### config.mk
export PLATFORM = sky130hd
export DESIGN_NAME = instr_fetch_decode_flat
export DESIGN_NICKNAME = d
export VERILOG_FILES = /design/src/rtl/instr_fetch_decode_pkg.sv /design/src/rtl/instr_fetch_decode_if.sv /design/src/rtl/instr_fetch_decode_signop_decode.sv /design/src/rtl/instr_fetch_decode.sv /design/src/flat_wrapper.sv
export SDC_FILE = /design/constraint.sdc
export NUM_CORES = 1
export LEC_CHECK = 0
export ABC_AREA = 1
export ABC_CLOCK_PERIOD_IN_PS = 2300
export BUFFER_PORTS_ARGS = -buffer_cell sky130_fd_sc_hd__buf_2
export CAP_MARGIN = 20
export CORE_AREA = 2 2 113 198
export CTS_BUF_LIST = sky130_fd_sc_hd__clkbuf_4
export CTS_CLUSTER_DIAMETER = 40
export DETAILED_ROUTE_END_ITERATION = 7
export DIE_AREA = 0 0 115 200
export GPL_ROUTABILITY_DRIVEN = 0
export GPL_TIMING_DRIVEN = 0
export PLACE_DENSITY = 0.92
export SYNTH_ARGS = -nofsm -noshare
export SYNTH_HDL_FRONTEND = slang
export SYNTH_SLANG_ARGS = --single-unit
### constraint.sdc
create_clock -name CLK -period 2.3 [get_ports CLK]
set_input_delay 0.23 -clock CLK [delete_from_list [all_inputs] [get_ports CLK]]
set_output_delay 0.23 -clock CLK [all_outputs]
set_load 0.02 [all_outputs]
### src/rtl/instr_fetch_decode_pkg.sv
// Shared definitions for the instruction fetch/decode block.
//   - state_t      : fetch FSM states (IDLE, REQ, WAIT, HOLD)
//   - SE_*         : SignOp codes understood by the downstream sign extender
//   - OP_*         : opcode match constants, left-aligned on instr[31:...]
//   - mov_signop() : builds the MOVZ SignOp code from the hw shift field
package instr_fetch_decode_pkg;

    typedef enum logic [1:0] {
        IDLE = 2'd0,
        REQ  = 2'd1,
        WAIT = 2'd2,
        HOLD = 2'd3
    } state_t;

    localparam logic [2:0] SE_I     = 3'b000;
    localparam logic [2:0] SE_D     = 3'b001;
    localparam logic [2:0] SE_B     = 3'b010;
    localparam logic [2:0] SE_CB    = 3'b011;
    localparam logic [2:0] SE_MOV0  = 3'b100;
    localparam logic [2:0] SE_MOV16 = 3'b101;
    localparam logic [2:0] SE_MOV32 = 3'b110;
    localparam logic [2:0] SE_MOV48 = 3'b111;

    // 12-bit immediate ALU forms, instr[31:22]
    localparam logic [9:0]  OP_ADDI = 10'b1001000100;
    localparam logic [9:0]  OP_SUBI = 10'b1101000100;
    localparam logic [9:0]  OP_ANDI = 10'b1001001000;
    localparam logic [9:0]  OP_ORRI = 10'b1011001000;
    // loads/stores, instr[31:21]
    localparam logic [10:0] OP_LDUR = 11'b11111000010;
    localparam logic [10:0] OP_STUR = 11'b11111000000;
    // unconditional branches, instr[31:26]
    localparam logic [5:0]  OP_B    = 6'b000101;
    localparam logic [5:0]  OP_BL   = 6'b100101;
    // compare-and-branch, instr[31:24]
    localparam logic [7:0]  OP_CBZ  = 8'b10110100;
    localparam logic [7:0]  OP_CBNZ = 8'b10110101;
    // move wide, instr[31:23]
    localparam logic [8:0]  OP_MOVZ = 9'b110100101;

    // MOVZ codes are SE_MOV0 + hw, i.e. {1, hw}
    function automatic logic [2:0] mov_signop(input logic [1:0] hw);
        return {1'b1, hw};
    endfunction

endpackage

### src/rtl/instr_fetch_decode_if.sv
// Instruction memory request/response bus.
//   imem_req   : one-cycle fetch request strobe (master -> slave)
//   imem_addr  : fetch address, valid while imem_req=1 (master -> slave)
//   imem_ack   : response strobe (slave -> master)
//   imem_rdata : instruction word, valid with imem_ack (slave -> master)
interface instr_fetch_decode_if #(
    parameter int ADDR_W = 64
);
    logic              imem_req;
    logic [ADDR_W-1:0] imem_addr;
    logic              imem_ack;
    logic [31:0]       imem_rdata;

    modport master (
        output imem_req,
        output imem_addr,
        input  imem_ack,
        input  imem_rdata
    );

    modport slave (
        input  imem_req,
        input  imem_addr,
        output imem_ack,
        output imem_rdata
    );
endinterface

### src/rtl/instr_fetch_decode_signop_decode.sv
// signop_decode: maps the top opcode bits of an instruction to the sign
// extender control code.
//   op      : instr[31:21]
//   sign_op : SignOp code (SE_* from the package); unknown opcodes give SE_I
module signop_decode
    import instr_fetch_decode_pkg::*;
(
    input  logic [10:0] op,
    output logic [2:0]  sign_op
);

    // op[10] is instr[31], so shorter opcodes compare against the upper slice
    always_comb begin
        sign_op = SE_I;
        if (op[10:2] == OP_MOVZ) begin
            sign_op = mov_signop(op[1:0]);
        end else if (op[10:3] == OP_CBZ || op[10:3] == OP_CBNZ) begin
            sign_op = SE_CB;
        end else if (op[10:5] == OP_B || op[10:5] == OP_BL) begin
            sign_op = SE_B;
        end else if (op == OP_LDUR || op == OP_STUR) begin
            sign_op = SE_D;
        end else if (op[10:1] == OP_ADDI || op[10:1] == OP_SUBI ||
                     op[10:1] == OP_ANDI || op[10:1] == OP_ORRI) begin
            sign_op = SE_I;
        end
    end

endmodule

### src/rtl/instr_fetch_decode.sv
// instr_fetch_decode: fetches one instruction at a time from instruction
// memory and presents it, with sign extender controls, to a valid/ready
// consumer. Taken branches (redirect) discard anything fetched on the old
// path.
//   CLK, resetl      : clock, asynchronous active-low reset
//   imem             : instruction memory bus (master side)
//   redirect, redirect_pc : branch/jump target override
//   out_valid/out_ready   : output handshake
//   out_pc, out_instr     : presented instruction and its PC
//   Imm, SignOp           : out_instr[25:0] and its extender control
// Build option: define IFD_SKID_BUF_EN to replace the single output register
// with a 2-entry FIFO so fetching continues while the consumer stalls.
module instr_fetch_decode
    import instr_fetch_decode_pkg::*;
#(
    parameter int                ADDR_W   = 64,
    parameter logic [ADDR_W-1:0] RESET_PC = '0
) (
    input  logic                 CLK,
    input  logic                 resetl,
    instr_fetch_decode_if.master imem,
    input  logic                 redirect,
    input  logic [ADDR_W-1:0]    redirect_pc,
    output logic                 out_valid,
    input  logic                 out_ready,
    output logic [ADDR_W-1:0]    out_pc,
    output logic [31:0]          out_instr,
    output logic [25:0]          Imm,
    output logic [2:0]           SignOp
);

    state_t            state;
    logic [ADDR_W-1:0] pc;
    logic [ADDR_W-1:0] addr_q;
    logic              req_q;
    logic              drop;
    logic              hold_release;

    assign imem.imem_req  = req_q;
    assign imem.imem_addr = addr_q;

`ifdef IFD_SKID_BUF_EN
    logic [ADDR_W-1:0] fifo_pc    [2];
    logic [31:0]       fifo_instr [2];
    logic              rd_ptr;
    logic              wr_ptr;
    logic [1:0]        count;
    logic              pop;

    assign pop          = (count != 2'd0) && out_ready;
    assign hold_release = pop;
    assign out_valid    = (count != 2'd0);
    assign out_pc       = fifo_pc[rd_ptr];
    assign out_instr    = fifo_instr[rd_ptr];
`else
    logic              valid_q;
    logic [ADDR_W-1:0] pc_q;
    logic [31:0]       instr_q;

    assign hold_release = out_ready;
    assign out_valid    = valid_q;
    assign out_pc       = pc_q;
    assign out_instr    = instr_q;
`endif

    assign Imm = out_instr[25:0];

    signop_decode u_signop_decode (
        .op      (out_instr[31:21]),
        .sign_op (SignOp)
    );

    // Fetch FSM. imem_req is a registered one-cycle strobe raised on every
    // entry to REQ. The drop flag marks the single outstanding request as
    // belonging to a path abandoned by redirect, so its ack is swallowed.
    always_ff @(posedge CLK or negedge resetl) begin
        if (!resetl) begin
            state  <= IDLE;
            pc     <= RESET_PC;
            addr_q <= RESET_PC;
            req_q  <= 1'b0;
            drop   <= 1'b0;
`ifdef IFD_SKID_BUF_EN
            for (int i = 0; i < 2; i++) begin
                fifo_pc[i]    <= '0;
                fifo_instr[i] <= '0;
            end
            rd_ptr <= 1'b0;
            wr_ptr <= 1'b0;
            count  <= 2'd0;
`else
            valid_q <= 1'b0;
            pc_q    <= '0;
            instr_q <= '0;
`endif
        end else begin
            req_q <= 1'b0;
`ifdef IFD_SKID_BUF_EN
            if (pop) begin
                rd_ptr <= ~rd_ptr;
                count  <= count - 2'd1;
            end
`endif
            case (state)
                IDLE: begin
                    state <= REQ;
                    req_q <= 1'b1;
                    if (redirect) begin
                        pc     <= redirect_pc;
                        addr_q <= redirect_pc;
                    end else begin
                        addr_q <= pc;
                    end
                end
                REQ: begin
                    state <= WAIT;
                    if (redirect) begin
                        pc   <= redirect_pc;
                        drop <= 1'b1;
                    end
                end
                WAIT: begin
                    if (redirect) begin
                        pc <= redirect_pc;
                        if (imem.imem_ack) begin
                            drop   <= 1'b0;
                            state  <= REQ;
                            req_q  <= 1'b1;
                            addr_q <= redirect_pc;
                        end else begin
                            drop <= 1'b1;
                        end
                    end else if (imem.imem_ack) begin
                        if (drop) begin
                            drop   <= 1'b0;
                            state  <= REQ;
                            req_q  <= 1'b1;
                            addr_q <= pc;
                        end else begin
                            pc <= pc + ADDR_W'(4);
`ifdef IFD_SKID_BUF_EN
                            fifo_pc[wr_ptr]    <= pc;
                            fifo_instr[wr_ptr] <= imem.imem_rdata;
                            wr_ptr             <= ~wr_ptr;
                            count              <= pop ? count : count + 2'd1;
                            if (count == 2'd1 && !pop) begin
                                state <= HOLD;
                            end else begin
                                state  <= REQ;
                                req_q  <= 1'b1;
                                addr_q <= pc + ADDR_W'(4);
                            end
`else
                            valid_q <= 1'b1;
                            pc_q    <= pc;
                            instr_q <= imem.imem_rdata;
                            state   <= HOLD;
`endif
                        end
                    end
                end
                HOLD: begin
                    if (redirect) begin
                        pc     <= redirect_pc;
                        state  <= REQ;
                        req_q  <= 1'b1;
                        addr_q <= redirect_pc;
`ifndef IFD_SKID_BUF_EN
                        valid_q <= 1'b0;
`endif
                    end else if (hold_release) begin
                        state  <= REQ;
                        req_q  <= 1'b1;
                        addr_q <= pc;
`ifndef IFD_SKID_BUF_EN
                        valid_q <= 1'b0;
`endif
                    end
                end
                default: state <= IDLE;
            endcase
`ifdef IFD_SKID_BUF_EN
            // a taken branch invalidates everything buffered on the old path
            if (redirect) begin
                count  <= 2'd0;
                rd_ptr <= 1'b0;
                wr_ptr <= 1'b0;
            end
`endif
        end
    end

endmodule
### src/flat_wrapper.sv
// flat-port wrapper written by rule: the top's interface ports become plain ports
module instr_fetch_decode_flat import instr_fetch_decode_pkg::*;
#(
    parameter int                ADDR_W   = 64,
    parameter logic [ADDR_W-1:0] RESET_PC = '0
)
  (CLK, resetl, redirect, redirect_pc, out_valid, out_ready, out_pc, out_instr, Imm, SignOp, imem_imem_req, imem_imem_addr, imem_imem_ack, imem_imem_rdata);
  instr_fetch_decode_if #(.ADDR_W(ADDR_W)) imem_i ();
  input  logic CLK;
  input  logic resetl;
  input  logic redirect;
  input  logic [ADDR_W-1:0] redirect_pc;
  output logic out_valid;
  input  logic out_ready;
  output logic [ADDR_W-1:0] out_pc;
  output logic [31:0] out_instr;
  output logic [25:0] Imm;
  output logic [2:0] SignOp;
  output wire logic [$bits(imem_i.imem_req)-1:0] imem_imem_req;
  output wire logic [$bits(imem_i.imem_addr)-1:0] imem_imem_addr;
  input wire logic [$bits(imem_i.imem_ack)-1:0] imem_imem_ack;
  input wire logic [$bits(imem_i.imem_rdata)-1:0] imem_imem_rdata;
  assign imem_imem_req = imem_i.imem_req;
  assign imem_imem_addr = imem_i.imem_addr;
  assign imem_i.imem_ack = imem_imem_ack;
  assign imem_i.imem_rdata = imem_imem_rdata;
  instr_fetch_decode #(.ADDR_W(ADDR_W), .RESET_PC(RESET_PC)) u_core (.CLK(CLK), .resetl(resetl), .imem(imem_i), .redirect(redirect), .redirect_pc(redirect_pc), .out_valid(out_valid), .out_ready(out_ready), .out_pc(out_pc), .out_instr(out_instr), .Imm(Imm), .SignOp(SignOp));
endmodule
# Word-level counts from Yosys, hierarchy flattened

Cells that the tools add are included.
Widths: inputs -> output; s select.

Bits in registers: 229
Word-level logic and storage cells: 84
Output and inout port bits: 191

Equal/unequal tests: 18
Reduce and logical (&&, ||, !) cells: 14
Multiplexer cells: 41
Bitwise gates (word level): 2
Add/sub/neg operators: 1

Operators with widths:

| cell                  | number |
|---|---|
| $mux 64               | 10 |
| $pmux 64 s3           | 1 |
| $pmux 64 s2           | 1 |
| $add 64x3->64 const B | 1 |
| $eq 11x11->1 const B  | 2 |
| $eq 8x8->1 const B    | 2 |
| $mux 1                | 16 |
| $mux 2                | 8 |
| $eq 9x9->1 const B    | 1 |
| $ne 3x3->1 const B    | 3 |
| $ne 2x2->1 const B    | 4 |
| $pmux 2 s4            | 1 |
| $reduce_and 4->1      | 2 |
| $eq 6x3->1 const B    | 1 |
| $eq 6x6->1 const B    | 1 |
| $reduce_and 5->1      | 1 |
| $eq 2x2->1 const B    | 2 |
| $pmux 1 s2            | 2 |
| $reduce_and 2->1      | 2 |
| $reduce_bool 2->1     | 2 |
| $logic_or 1x1->1      | 3 |
| $mux 3                | 1 |
| $ne 3x2->1 const B    | 1 |
| $pmux 1 s3            | 1 |
| 6 further kinds       | 7 |

# Logic depth before layout (Yosys ltp)

Word-level depth: 6
Depth in mapped cells: 14

# Cells and area by module

Synthesis repeated with hierarchy kept, for this count alone.

Cells, all modules: 1468
Area total of the unflattened synthesis: 11578.6 um2

By module, submodules not included:

| module             | sequential area each (um2) | area an instance (um2) | cells each | times used |
|---|---|---|---|---|
| instr_fetch_decode | 5730.5                     | 11456.0                | 1440       | 1 |
| signop_decode      | 0.0                        | 122.6                  | 28         | 1 |

# Least setup slack after synthesis

OpenSTA, ideal clock, no wires.

Path type: flip-flop to flip-flop
Start: register u_core.state[0]
End: register u_core.addr_q[49] (netlist: u_core.imem.imem_addr[49])
Buffers on the path: 3
Path slack: 482 ps
Stages on the path, launching flop included: 12
Period minus slack after synthesis: 1818 ps
Data arrival time: 1701 ps
Cells stage by stage: dfrtp_1 inv_1 ha_1 buf_4 inv_2 nor2_1 a31oi_2 nand2_2 buf_4 buf_4 nand2_1 nand2_1

Longest elaborated chain between the ends: 3
Elaborated cells on any way between the ends: 9
Those cells by class: eq/ne (5); mux (1); reduce/logical (3)

Ends and longest elaborated chain:

| what                                                      | line                      | source |
|---|---|---|
| start, declared                                           | instr_fetch_decode.sv:32  | `state_t state;` |
| start signal, assigned                                    | instr_fetch_decode.sv:78  | `state <= IDLE;` |
| start signal, assigned                                    | instr_fetch_decode.sv:106 | `state <= REQ;` |
| start signal, assigned                                    | instr_fetch_decode.sv:116 | `state <= WAIT;` |
| $eq 2x2->1 / $logic_not 2->1 (equally long branches)      | instr_fetch_decode.sv:104 | `case (state)` |
| $ne 3x2->1 (no source line), or another cell as far along | -                         |  |
| $reduce_and 4->1 (no source line)                         | -                         |  |
| end signal, assigned                                      | instr_fetch_decode.sv:110 | `addr_q <= redirect_pc;` |
| end signal, assigned                                      | instr_fetch_decode.sv:112 | `addr_q <= pc;` |
| end signal, assigned                                      | instr_fetch_decode.sv:129 | `addr_q <= redirect_pc;` |
| end, declared                                             | instr_fetch_decode.sv:34  | `logic [ADDR_W-1:0] addr_q;` |

Parallel ways exist; a longest one is shown, timed or not.
A chain may end at the register's enable or synchronous reset.

# Final worst setup path

Start: register u_core.state[0]
End: register u_core.pc_q[5] (netlist: u_core.out_pc[5])

Longest elaborated chain between the ends: 2

Ends and longest elaborated chain:

| what                              | line                      | source |
|---|---|---|
| $eq 2x2->1                        | instr_fetch_decode.sv:104 |  |
| $reduce_and 4->1 (no source line) | -                         |  |
| end signal, assigned              | instr_fetch_decode.sv:155 | `pc_q <= pc;` |
| end, declared                     | instr_fetch_decode.sv:57  | `logic [ADDR_W-1:0] pc_q;` |

Every way passes these cells.

==> qor_table.md <==
| Step | Item | Value |
|---|---|---|
| timing | RSZ-0062 raised after global routing | yes |
| logic synthesis | Instance count of the mapped netlist | 1537 |
| drt | Max layer used | met5 |
| place | Area post-placement | 13400 um2 |
| die | # IOs | 292 |
| critical path | CP arrival | 2.89 ns |
| cells and area | Number of non-filler instances in the completed layout | 2267 |
| pwr | Total power draw | 18.2 mW |
| logic synthesis | Syn Std Cell Area | 11600 um2 |
| drt | Routed met2 length | 21.1 mm |
| drt | Violation count after the first detailed-route iteration | 1558 |
| critical path | Chain of cells forming the critical path | inv_1 -> ha_1 -> buf_6 -> nand2_4 -> buf_4 -> nor2_1 -> inv_1 -> clkbuf_4 -> clkbuf_2 -> o21ai_0 |
| logic synthesis | Synth area leader | dfrtp_1 |
| global route | Initial antenna violation count | 2 |
| cells and area | Core utilization of the finished layout | 70.6% |
| logic synthesis | Synth Area per Inst | 7.54 um2 |
| clock tree | Clock Tree Buf Depth | 3 |
| drt | Antenna Nets Post-Route | 0 |
| place | Port buffer count | 290 |
| critical path | RR Startpoint | u_core.state[0]$_DFFE_PN0P_ |
| logic synthesis | Number of warnings printed during yosys synthesis | 0 |
| clock tree | Clock edge transition at the registers on the reported setup and hold paths | 0.08 ns |
| logic synthesis | Dominant cells by area after synthesis | dfrtp_1 49%, nand2_1 20%, o21ai_0 8.7%, inv_1 3.8%, nor2_1 2.6% |
| critical path | Crit-path max FO | 10 |
| critical path | Peak per-stage delay on the critical path | 0.45 ns |
| die | Number of rows created at floorplan | 71 |
| die | Initial core utilization | 54.4% |
| timing | Worst Tran Pin Value | 0.872 ns |
| logic synthesis | Number of library cell types mapped by synthesis | 40 |
| cells and area | Share of cells above drive strength 1 | 24.7% |
| clock tree | Cell chosen for the clock root | clkbuf_4 |
| logic synthesis | Share of synthesized area occupied by flip-flops and latches | 49.4% |
| timing | Worst slew margin | 41.9% |
| drt | Total routed wire length on the met1 layer | 14.0 mm |
| timing | Final critical-path share of the clock period | 99.5% |
| die | Core Box Area | 21300 um2 |
| global route | Global-route wire length before repair | 66.9 mm |
| timing | Total negative slack for setup checks | 0 ns |
| drt | Drt total wl | 43.8 mm |
| min path | Hold_sp | redirect |
| timing | Final number of hold-violating endpoints | 0 |
| drt | Wirelength per Cell | 19.3 um |
| drt | Detailed-route via count | 13.2k |
| timing | Time the worst path needs with I/O delays and setup | 2.29 ns |
| critical path | Launching element type of the critical path | flop |
| cells and area | Area added between synthesis and finish | 29.9% |
| timing | Final setup violation count | 0 |
| critical path | Worst path most repeated cell | inv_1 |
| place | Setup slack at placement | -0.0484 ns |
| global route | Global Route Usage Sum | 38.0% |
| clock tree | Clock network latency to the later pin of the worst-skew pair | 0.74 ns |
| drt | Vias per cell | 5.82 |
| critical path | Crit end category | flop |
| critical path | Worst Setup Path Type | flop to flop |
| status | Run status | finished clean |
| pwr | Largest voltage drop on the vdd net | 0.611 mV |
| global route | Vias in the first global route | 13.2k |
| drt | Number of remaining DRC errors | 0 |
| drt | First-pass detailed-route iteration total | 8 |
| min path | Tightest Hold Check Type | input port to flop |
| die | Die span in y | 200 um |
| pwr | Leak pwr | 8.00 nW |
| place | Placed cell count | 2083 |
| die | Die area | 23000 um2 |
| clock tree | Number of sinks driven by the clock tree | 229 |
| clock tree | Number of clock buffers inserted by TritonCTS | 51 |
| pwr | Ratio of total power to cell area | 1210 nW/um2 |
| cells and area | Final #Nets | 2079 |
| clock tree | CTS H-Tree Depth | 2 |
| logic synthesis | Area share of the largest cell type after synthesis | 49.4% |
| timing | Max-slew violation count | 0 |
| global route | Pin count of the biggest net entering global routing | 129 |
| logic synthesis | #FFs+latches synth | 229 |
| drt | Met3 routed WL | 4.11 mm |
| place | Final HPWL from detailed placement | 30.0 mm |
| global route | Global route total overflow | 0 |
| logic synthesis | Nets in the synthesized netlist | 1643 |
| die | Horizontal die dimension | 115 um |
| timing | Minimum setup slack in the final design | 0.0108 ns |
| cells and area | Post-Layout Inst Area | 15100 um2 |
| timing | Worst-case hold slack | 0.0111 ns |
| clock tree | CTS tree | built |
| critical path | Critical Path Slowest Stage Cell | dfrtp_2 |
| critical path | Startpoint of the most critical setup path | u_core.state[0]$_DFFE_PN0P_ |
| timing | Top achievable clock speed | 0.437 GHz |
| timing | Setup Skew | 0.0524 ns |
| run | Number of maximum-capacitance violations | 0 |
| critical path | Required time at the endpoint of the critical path | 2.90 ns |
==> power breakdown <==
| group | switching, mW | internal, mW |
|---|---|---|
| clock network | 1.69 | 1.56 |
| registers | 1.20 | 5.61 |
| logic | 5.54 | 2.62 |
==> worst paths after layout <==
| check | end | slack [ns] | depth (start not counted) |
|---|---|---|---|
| hold reg to reg | u_core.imem.imem_addr[26]$_DFFE_PN0P_ | 0.48 | 2 |
| setup / recovery | u_core.out_pc[5]$_DFFE_PN0P_ | 0.01 | 10 |
| hold / removal | u_core.state[0]$_DFFE_PN0P_ | 0.01 | 5 |
| setup reg to reg | u_core.out_pc[5]$_DFFE_PN0P_ | 0.01 | 10 |
| max in group asynchronous | u_core.out_instr[3]$_DFFE_PN0P_ | 1.09 | 3 |
| min in group asynchronous | u_core.imem.imem_addr[37]$_DFFE_PN0P_ | 0.12 | 2 |
==> placed cells by master (no fill, tap or decap), drive strengths merged <==
master       instances
a211oi               2
a21oi               15
a31oi                2
and2                 1
buf                360
bufinv               1
clkbuf              98
clkinv              19
clkinvlp             1
dfrtp              229
diode                1
dlygate4sd3         88
ha                   5
inv                123
nand2              622
nand3               46
nand4               26
nor2                96
nor2b                1
nor3                31
nor3b                2
o211ai               6
o21ai              230
o221ai               2
o22ai                3
o31ai                1
or4                  1
==> per-layer routing <==
layer / up-vias / global-route usage (%)
met3: 380 / 8.21
met1: 5906 / 39.8
met4: 2 / 34.6
met2: 1093 / 62.8
met5: - / 0
li1: 5809 / -
==> flip-flops by register name, indices dropped and copies added, names as in the netlist <==
name / count
u_core.out_valid: 1
u_core.out_pc: 64
u_core.out_instr: 32
u_core.drop: 1
u_core.imem.imem_req: 1
u_core.state: 2
u_core.pc: 64
u_core.imem.imem_addr: 64
==> cell usage after synthesis, drive strengths merged <==
| master | n |
|---|---|
| nor2b | 1 |
| o221ai | 2 |
| clkinv | 2 |
| a21oi | 15 |
| clkbuf | 22 |
| o21ai | 230 |
| or4 | 1 |
| ha | 5 |
| nor2 | 96 |
| nand4 | 26 |
| o22ai | 3 |
| nor3b | 2 |
| a31oi | 2 |
| o211ai | 6 |
| nor3 | 31 |
| and2 | 1 |
| inv | 123 |
| buf | 69 |
| o31ai | 1 |
| dfrtp | 229 |
| nand2 | 622 |
| a211oi | 2 |
| nand3 | 46 |
==> worst max-delay path: cells and delay by family, from the launching register on <==
family / cells / cell delay, ns
buf+inv: 6 / 1.02
compound gates: 1 / 0.26
simple gates: 2 / 0.26
fa+ha+maj: 1 / 0.17
flops: 1 / 0.45
==> area by class of cell <==
cell class,instances,area (um2)
Tap cell,255,319
Multi-Input combinational cell,1092,4920
Fill cell,1539,6260
Sequential cell,229,5730
Buffer,91,558
Clock inverter,19,104
Clock buffer,72,541
Inverter,125,477
Antenna cell,1,2.50
Timing Repair Buffer,383,2410
==> logic make-up after synthesis <==
family | count (synthesis) | share of synthesized area [%]
AND/OR/NAND/NOR | 826 | 29.8
AO/OA/AOI/OAI | 261 | 11.6
flip-flops | 229 | 49.4
buffers and inverters | 216 | 8.64
adder cells (fa/ha/maj) | 5 | 0.540
==> repair_timing <==
action,4_1_cts,5_1_grt
hold buffers,86,2
endpoints found under the hold margin,198,2
resized for setup,5,29
endpoints found under the setup margin,33,106
pin swaps,0,3
buffers inserted,2,2
No activity file was read; power rests on OpenSTA's default activity.
